[src/rtl/ecap5_dproc_pkg.sv]
// Shared types for the Wishbone arbiter.
// Grant encoding and requester count.
package ecap5_dproc_pkg;

    localparam int NB_REQUESTERS = 2;

    typedef enum logic [1:0] {
        GRANT_NONE = 2'd0,
        GRANT_M0   = 2'd1,
        GRANT_M1   = 2'd2
    } grant_t;

endpackage

[src/rtl/wb_arbiter.sv]
// Two-requester pipelined Wishbone arbiter.
// Grants per cyc frame and tracks outstanding requests.
module wb_arbiter
    import ecap5_dproc_pkg::*;
#(
    parameter int ADDR_WIDTH      = 32,
    parameter int DATA_WIDTH      = 32,
    parameter int MAX_OUTSTANDING = 4,
    parameter int RR_ENABLE       = 1
) (
    input  logic                    clk_i,
    input  logic                    rst_i,

    input  logic [ADDR_WIDTH-1:0]   m0_wb_adr_i,
    input  logic [DATA_WIDTH-1:0]   m0_wb_dat_i,
    input  logic [DATA_WIDTH/8-1:0] m0_wb_sel_i,
    input  logic                    m0_wb_we_i,
    input  logic                    m0_wb_stb_i,
    input  logic                    m0_wb_cyc_i,
    output logic [DATA_WIDTH-1:0]   m0_wb_dat_o,
    output logic                    m0_wb_ack_o,
    output logic                    m0_wb_stall_o,

    input  logic [ADDR_WIDTH-1:0]   m1_wb_adr_i,
    input  logic [DATA_WIDTH-1:0]   m1_wb_dat_i,
    input  logic [DATA_WIDTH/8-1:0] m1_wb_sel_i,
    input  logic                    m1_wb_we_i,
    input  logic                    m1_wb_stb_i,
    input  logic                    m1_wb_cyc_i,
    output logic [DATA_WIDTH-1:0]   m1_wb_dat_o,
    output logic                    m1_wb_ack_o,
    output logic                    m1_wb_stall_o,

    output logic [ADDR_WIDTH-1:0]   wb_adr_o,
    output logic [DATA_WIDTH-1:0]   wb_dat_o,
    output logic [DATA_WIDTH/8-1:0] wb_sel_o,
    output logic                    wb_we_o,
    output logic                    wb_stb_o,
    output logic                    wb_cyc_o,
    input  logic [DATA_WIDTH-1:0]   wb_dat_i,
    input  logic                    wb_ack_i,
    input  logic                    wb_stall_i
);

    localparam int CNT_W = $clog2(MAX_OUTSTANDING + 1);
    localparam int SEL_W = DATA_WIDTH / 8;

    grant_t             r_grant;
    grant_t             r_last;
    logic [CNT_W-1:0]   r_outstanding;

    logic               w_req0;
    logic               w_req1;
    logic               w_own0;
    logic               w_own1;
    logic               w_full;
    logic               w_accept;
    logic               w_ack_ok;
    logic [CNT_W-1:0]   w_cnt_next;

    assign w_req0   = m0_wb_cyc_i & m0_wb_stb_i;
    assign w_req1   = m1_wb_cyc_i & m1_wb_stb_i;
    assign w_own0   = (r_grant == GRANT_M0);
    assign w_own1   = (r_grant == GRANT_M1);
    assign w_full   = (r_outstanding == CNT_W'(MAX_OUTSTANDING));
    assign w_accept = wb_cyc_o & wb_stb_o & ~wb_stall_i;
    assign w_ack_ok = wb_ack_i & wb_cyc_o & (r_grant != GRANT_NONE)
                    & (r_outstanding != '0);

    // Route the owner's request onto the bus; idle bus when nobody owns it.
    always_comb begin
        wb_adr_o = '0;
        wb_dat_o = '0;
        wb_sel_o = '0;
        wb_we_o  = 1'b0;
        wb_stb_o = 1'b0;
        wb_cyc_o = 1'b0;
        unique case (r_grant)
            GRANT_M0: begin
                wb_adr_o = m0_wb_adr_i;
                wb_dat_o = m0_wb_dat_i;
                wb_sel_o = m0_wb_sel_i;
                wb_we_o  = m0_wb_we_i;
                wb_stb_o = m0_wb_stb_i & ~w_full;
                wb_cyc_o = m0_wb_cyc_i;
            end
            GRANT_M1: begin
                wb_adr_o = m1_wb_adr_i;
                wb_dat_o = m1_wb_dat_i;
                wb_sel_o = m1_wb_sel_i;
                wb_we_o  = m1_wb_we_i;
                wb_stb_o = m1_wb_stb_i & ~w_full;
                wb_cyc_o = m1_wb_cyc_i;
            end
            default: ;
        endcase
    end

    // Return path: only the owner sees ack, data and a live stall.
    always_comb begin
        m0_wb_ack_o   = wb_ack_i & w_own0 & wb_cyc_o;
        m1_wb_ack_o   = wb_ack_i & w_own1 & wb_cyc_o;
        m0_wb_dat_o   = w_own0 ? wb_dat_i : '0;
        m1_wb_dat_o   = w_own1 ? wb_dat_i : '0;
        m0_wb_stall_o = w_own0 ? (wb_stall_i | w_full) : 1'b1;
        m1_wb_stall_o = w_own1 ? (wb_stall_i | w_full) : 1'b1;
    end

    // Outstanding count; accept and ack in one cycle cancel out.
    always_comb begin
        w_cnt_next = r_outstanding;
        if (w_accept && !w_ack_ok) begin
            w_cnt_next = r_outstanding + CNT_W'(1);
        end else if (!w_accept && w_ack_ok) begin
            w_cnt_next = r_outstanding - CNT_W'(1);
        end
    end

    // Grant FSM: one NONE cycle between owners, release when cyc drops.
    always_ff @(posedge clk_i or negedge rst_i) begin
        if (!rst_i) begin
            r_grant       <= GRANT_NONE;
            r_last        <= GRANT_M0;
            r_outstanding <= '0;
        end else begin
            unique case (r_grant)
                GRANT_NONE: begin
                    r_outstanding <= '0;
                    if (w_req0 && w_req1) begin
                        if (RR_ENABLE != 0) begin
                            r_grant <= (r_last == GRANT_M0) ?
                                       GRANT_M1 : GRANT_M0;
                        end else begin
                            r_grant <= GRANT_M1;
                        end
                    end else if (w_req1) begin
                        r_grant <= GRANT_M1;
                    end else if (w_req0) begin
                        r_grant <= GRANT_M0;
                    end
                end
                GRANT_M0: begin
                    if (!m0_wb_cyc_i) begin
                        r_grant       <= GRANT_NONE;
                        r_last        <= GRANT_M0;
                        r_outstanding <= '0;
                    end else begin
                        r_outstanding <= w_cnt_next;
                    end
                end
                GRANT_M1: begin
                    if (!m1_wb_cyc_i) begin
                        r_grant       <= GRANT_NONE;
                        r_last        <= GRANT_M1;
                        r_outstanding <= '0;
                    end else begin
                        r_outstanding <= w_cnt_next;
                    end
                end
                default: begin
                    r_grant       <= GRANT_NONE;
                    r_outstanding <= '0;
                end
            endcase
        end
    end

endmodule

[config.mk]
export PLATFORM = sky130hd
export DESIGN_NAME = wb_arbiter
export DESIGN_NICKNAME = d
export VERILOG_FILES = /design/src/rtl/ecap5_dproc_pkg.sv /design/src/rtl/wb_arbiter.sv
export SDC_FILE = /design/constraint.sdc
export NUM_CORES = 1
export LEC_CHECK = 0
export BUFFER_PORTS_ARGS = -buffer_cell sky130_fd_sc_hd__buf_4
export CAP_MARGIN = 20
export CORE_AREA = 3 3 121 123
export DETAILED_ROUTE_END_ITERATION = 10
export DIE_AREA = 0 0 124 126
export GPL_TIMING_DRIVEN = 0
export PLACE_DENSITY = 0.54
export SYNTH_ARGS = -nofsm -noshare
export SYNTH_HDL_FRONTEND = slang
export SYNTH_SLANG_ARGS = --single-unit
[constraint.sdc]
create_clock -name clk_i -period 2.1 [get_ports clk_i]
set_input_delay 0.105 -clock clk_i [delete_from_list [all_inputs] [get_ports clk_i]]
set_output_delay 0.105 -clock clk_i [all_outputs]
set_load 0.05 [all_outputs]
==> reports/metrics.yaml, run 1 <==
synth_area_leader_cell: "a22oi_1"
achievable-frequency_mhz: 500
num_antenna_cells: 0
topRoutingLayerUsed: "met4"
grt_start_max_net_pins: 11
final_period_minus_worst_setup_slack_ns: 2.00
total_leakage_power_uw: 0.00257
via_to_cell_ratio: 4.32
reg2reg_to: "r_outstanding[1]"
routed-via-count: 3475
cts.root.buffer_cell: "clkbuf_16"
ff_latch_count_synth: 7
transition_at_the_pin_with_the_smallest_max_transition_slack_ns: 0.402
worst_hold_path_type: "in2async"
run_status: "complete, no violations"
cts_made_buffers: 3
wl_mm: 13.1
place_congestion: 0.872
number_of_buffers_and_inverters_on_the_critical_path: 4
powerDensity_nw_per_um2: 1690
multi_input_area_um2: 1960
synth_sequential_area_ratio: 0.0836
max_fanout_on_critical_path: 10
max_cap_viol_count: 0
tritoncts_clock_tree: "yes"
synth_area_leaders: "a22oi_1 (25%), nor2b_1 (21%), and2_1 (19%), dfrtp_1 (7.1%), clkbuf_1 (5.3%)"
die_w_um: 124
critPathMaxStageDelay_ns: 0.38
fin_total_pwr_uw: 8590
cell_count_after_synthesis: 303
postSynthAreaPerCell_um2: 6.97
antenna_found_initial: 0
worst_reg_to_reg_path_cell_count: 7
setup_viol: 0
worst_hold_slack_ns: 0.223
worst_setup_ep_type: "output port"
synthToLayoutAreaGrowth_pct: 141
grt_overflow_total: 0
post_drt_wl_per_cell_um: 16.3
port_buffers: 316
critPathTopFamily: "buffers and inverters"
timing.critical_path.cells: "inv_1 > ha_1 > clkbuf_2 > clkbuf_1 > and2_1 > buf_4"
detailroute.wirelength.met2_mm: 6.99
clk_pin_slew_ns: 0.04
die_area_um2: 15600
final_nets: 811
clockBufferDepth: 2
drt-met1-wl_mm: 4.93
first_global_vias: 3545
source_of_the_worst_register_to_register_timing_path: "r_grant[1]"
finalCritPeriodShare: 0.952
grt_setup_unrepaired: "true"
final-max-slew-violation-count: 0
cp.depth: 6
seqCellArea_um2: 176
drc_errors: 0
ys_types: 25
headroom_to_the_max_slew_limit: 0.732
layout.filler_cells: 1472
timing.setup.critical_path_class: "reg2out"
regToRegSetupSlack_ns: 0.19
clk_latency_ns: 0.23
dp_hpwl_mm: 11.3
required_time_at_the_worst_slack_endpoint_ns: 2.00
core_um2: 13800
hold_violations: 0
grt_pass1_wl_mm: 18.6
boundaryPins: 317
cts_htree_levels: 1
die_height_um: 126
fin_worst_skew_ns: 0.00332
synth_top_cell_area_share: 0.245
clock_tree_sinks: 7
critical_path_cell_with_the_highest_stage_delay: "dfrtp_1"
final_core_utilization: 0.369
ir_drop_v: 0.000861
antenna_left: 0
drt-pass1-iter-count: 4
globalRouteTotalUtil: 0.149
synth_fp_nets: 488
timing.critical_path.arrival_ns: 1.89
drt_iter0_markers: 100
critical_path.startpoint: "r_grant[0]"
core.rowCount: 43
synthesis.yosys.warnings: 0
post_route_cells_drive_above_1_share: 0.682
met3RoutedLength_mm: 1.01
synthesis.area_um2: 2110
initial_core_util: 0.153
kind_of_start_point_of_the_critical_path: "register"
-- layout make-up --
cell class,count,share of cell area
Timing Repair Buffer,318,0.471
Multi-Input combinational cell,257,0.386
Tap cell,180,0.0443
Buffer,32,0.0431
Sequential cell,7,0.0347
Clock buffer,4,0.0155
Inverter,7,0.00517
-- stage by stage --
stage | setup TNS [ns] | worst slack, ns | cell area, µm² | std cells
global route | -0.00300 | -0.00164 | 5080 | 805
detailed placement | -17.20 | -0.493 | 4880 | 799
CTS | 0 | 0.00624 | 5030 | 804
global placement | -14.46 | -0.417 | 4880 | 799
floorplan | 0 | 0.0102 | 2280 | 303
finish | 0 | 0.101 | 5080 | 805
-- power by group --
group	switching, µW	leakage [µW]	total, µW	internal (µW)
Clock	73.8	0.0000382	327	253
Sequential	30.2	0.0000917	213	183
Combinational	5220	0.00244	8050	2840
Total	5320	0.00257	8590	3280
-- logic make-up (layout without fill, tap and decap cells) --
family	count (synthesis)	in the layout	share of synthesized area
fa+ha+maj	7	7	0.0415
xor+xnor	1	1	0.0107
mux	8	8	0.0385
simple gates	157	157	0.462
flops	7	7	0.0836
compound gates	84	84	0.291
buf+inv	39	361	0.0729
-- layout by cell type, fill, tap and decap left out --
master,count
buf_4,316
a22oi_1,68
nor2b_2,67
and2_1,64
clkbuf_2,17
nand2_1,10
inv_1,7
clkbuf_4,7
mux2i_1,7
a31oi_1,6
ha_1,6
dfrtp_1,6
buf_6,5
a21oi_1,4
nor2b_1,3
and4_1,3
nand2b_1,3
clkbuf_16,3
clkbuf_8,2
a21oi_2,2
nand3_1,2
nor2_1,2
clkbuf_1,2
and3_1,2
mux2_2,1
a22o_4,1
nor4b_4,1
xnor3_1,1
a22oi_2,1
buf_2,1
o22ai_1,1
o21ai_0,1
ha_2,1
dlygate4sd3_1,1
dfstp_2,1
-- repair_timing --
action / 4_1_cts / 5_1_grt
pin swaps: 0 / 1
hold buffers: 1 / 0
setup endpoints to repair: 130 / 118
resized for setup: 31 / 38
endpoints found under the hold margin: 7 / 0
setup buffers: 0 / 1
cloned: 0 / 0
-- how the worst max path moves through the flow --
stage	end
floorplan	wb_sel_o[2]
global placement	wb_adr_o[26]
detailed placement	wb_adr_o[26]
CTS	wb_we_o
global route	m1_wb_dat_o[10]
finish	m1_wb_dat_o[4]
-- per-layer routing --
layer | GRT usage | vias to the layer above
li1 | - | 1707
met1 | 0.168 | 1585
met2 | 0.288 | 165
met3 | 0.0242 | 18
met4 | 0.0271 | 0
met5 | 0 | -
-- state kept, by name (all words and copies together) (netlist names) --
name / cells
r_grant: 2
r_last: 2
r_outstanding: 3
-- Yosys cell counts (all sizes together) --
library cell,instances
and4,3
a22o,1
buf,2
mux2i,7
xnor3,1
dfrtp,6
nand2b,3
nor4b,1
nand2,10
dfstp,1
a21oi,6
a31oi,6
nand3,2
mux2,1
ha,7
a22oi,69
clkbuf,30
nor2b,70
and3,2
nor2,2
o21ai,1
o22ai,1
and2,64
inv,7
Note: power is estimated with default switching activity, not from simulation.
==> run 2: changes to the inputs <==
--- a/config.mk
+++ b/config.mk
@@ -8,10 +8,12 @@
 export BUFFER_PORTS_ARGS = -buffer_cell sky130_fd_sc_hd__buf_4
 export CAP_MARGIN = 20
 export CORE_AREA = 3 3 121 123
+export CTS_CLUSTER_SIZE = 12
 export DETAILED_ROUTE_END_ITERATION = 10
 export DIE_AREA = 0 0 124 126
 export GPL_TIMING_DRIVEN = 0
-export PLACE_DENSITY = 0.54
+export PLACE_DENSITY_LB_ADDON = 0.12
+export RECOVER_POWER = 25
 export SYNTH_ARGS = -nofsm -noshare
 export SYNTH_HDL_FRONTEND = slang
 export SYNTH_SLANG_ARGS = --single-unit
==> run 2 against run 1 <==
Net effect:
- register-to-register slack worse by 0.06 ns
- flip-flop and latch count stayed put
- clock power is 1% higher
- critical path type unchanged
- highest routed layer unchanged
==> reports/metrics.yaml, run 2 (synthesis gave the netlist of run 1 again) <==
transition_at_the_pin_with_the_smallest_max_transition_slack_ns: 0.699
ir_drop_v: 0.000728
globalRouteTotalUtil: 0.135
grt_overflow_total: 0
post_route_cells_drive_above_1_share: 0.676
drt-pass1-iter-count: 4
powerDensity_nw_per_um2: 1680
clockBufferDepth: 2
seqCellArea_um2: 176
num_antenna_cells: 0
finalCritPeriodShare: 0.948
die_w_um: 124
setup_viol: 0
final_core_utilization: 0.366
initial_core_util: 0.153
layout.filler_cells: 1450
pre_cts_slack_ns: -0.323
grt_setup_unrepaired: "true"
clock_tree_sinks: 7
worst_hold_path_type: "in2reg"
multi_input_area_um2: 1950
largest_reg_flops: 3
cts.root.buffer_cell: "clkbuf_16"
design_area_um2: 5040
worst_hold_slack_ns: 0.246
die_area_um2: 15600
final_period_minus_worst_setup_slack_ns: 1.99
place_congestion: 0.761
max_fanout_on_critical_path: 10
headroom_to_the_max_slew_limit: 0.534
total_leakage_power_uw: 0.00256
tritoncts_clock_tree: "yes"
critical_path_cell_with_the_highest_stage_delay: "dfrtp_1"
cts_made_buffers: 3
final-max-slew-violation-count: 0
routed-via-count: 3441
via_to_cell_ratio: 4.28
placed_cell_areas_um2: 4880
antenna_left: 0
port_buffers: 316
cts_htree_levels: 1
clk_latency_ns: 0.23
reg_top3: "r_outstanding: 3 flops, r_grant: 2 flops, r_last: 2 flops"
timing.setup.critical_path_class: "reg2out"
critPathMaxStageDelay_ns: 0.37
dp_hpwl_mm: 10.0
clk_pin_slew_ns: 0.04
die_height_um: 126
hold_violations: 0
boundaryPins: 317
final_nets: 810
synthToLayoutAreaGrowth_pct: 139
fin_total_pwr_uw: 8440
number_of_buffers_and_inverters_on_the_critical_path: 4
most_frequent_standard_cell_in_the_layout_excluding_fill_and_tap_cells: "buf_4"
kind_of_start_point_of_the_critical_path: "register"
core.rowCount: 43
post_drt_wl_per_cell_um: 14.9
wl_mm: 12.0
grt_pass1_wl_mm: 16.8
layout_common_cells: "buf_4 (315), a22oi_1 (69), nor2b_2 (67)"
timing.critical_path.cells: "inv_1 > ha_1 > clkbuf_4 > clkbuf_2 > a22oi_1 > nor2b_2 > buf_4"
worst_setup_ep_type: "output port"
fin_worst_skew_ns: 0.000619
timing.critical_path.arrival_ns: 1.88
drt_iter0_markers: 64
antenna_found_initial: 0
max_cap_viol_count: 0
run_status: "complete, no violations"
critPathTopFamily: "buffers and inverters"
drc_errors: 0
required_time_at_the_worst_slack_endpoint_ns: 2.00
register_with_the_highest_flop_count: "r_outstanding"
first_global_vias: 3344
achievable-frequency_mhz: 503
finalWorstSetupSlack_ns: 0.110
core_um2: 13800
grt_start_max_net_pins: 11
-- run 2: cell types whose count changed in the layout (fill, tap and decap cells not counted), moves of 2 or more --
cell      change
buf_2         +2
clkbuf_4      -4
buf_6         -3
clkbuf_2      +4
-- run 2: timing repair --
action	CTS	global route
endpoints found under the hold margin	7	0
setup endpoints to repair	129	82
hold buffers	1	0
setup buffers	0	0
gates resized for setup	27	27
-- run 2: layout make-up --
cell class | instances | area share
repair buffers | 317 | 0.473
multi-input cells | 257 | 0.388
well taps | 180 | 0.0447
plain buffers | 32 | 0.0383
flip-flops and latches | 7 | 0.0350
clock buffers | 4 | 0.0157
inverters | 7 | 0.00522
-- run 2: power breakdown --
part | switching (µW) | total (µW) | internal (µW)
combinational | 5110 | 7890 | 2790
sequential | 30.3 | 213 | 183
clock | 77.5 | 331 | 253
total | 5210 | 8440 | 3220
-- run 2: worst paths after layout --
check                            start               end  slack (ns)  depth (start not counted)
setup / recovery            r_grant[0]       wb_adr_o[1]        0.11                          7
hold / removal             m0_wb_stb_i        r_grant[1]        0.25                          4
setup reg to reg            r_grant[1]  r_outstanding[2]        0.13                          6
hold reg to reg              r_last[1]         r_last[1]        0.56                          2
max in group asynchronous        rst_i         r_last[0]        1.42                          2
min in group asynchronous        rst_i        r_grant[0]        0.34                          2
-- run 2: routing by layer --
layer / wire length [µm] / part of all wire / GRT usage / up-vias
met1: 4090 / 0.34 / 0.138 / 1546
met5: 0 / 0 / 0 / -
met3: 1250 / 0.10 / 0.0341 / 6
li1: - / - / - / 1707
met2: 6510 / 0.54 / 0.269 / 182
met4: 110 / 0.0092 / 0.0258 / 0
-- run 2: worst min-delay path, delay by kind of cell --
kind,cells,cell delay [ns]
AO/OA/AOI/OAI,2,0.16
AND/OR/NAND/NOR,1,0.07
buffers and inverters,1,0.09
-- run 2: per-stage QoR --
| step | cells | TNS (ns) |
|---|---|---|
| 2_1_floorplan | 303 | 0 |
| 3_3_place_gp | 799 | -10.57 |
| 3_5_place_dp | 799 | -15.16 |
| 4_1_cts | 804 | 0 |
| 5_1_grt | 804 | -0.00741 |
| 6_report | 804 | 0 |
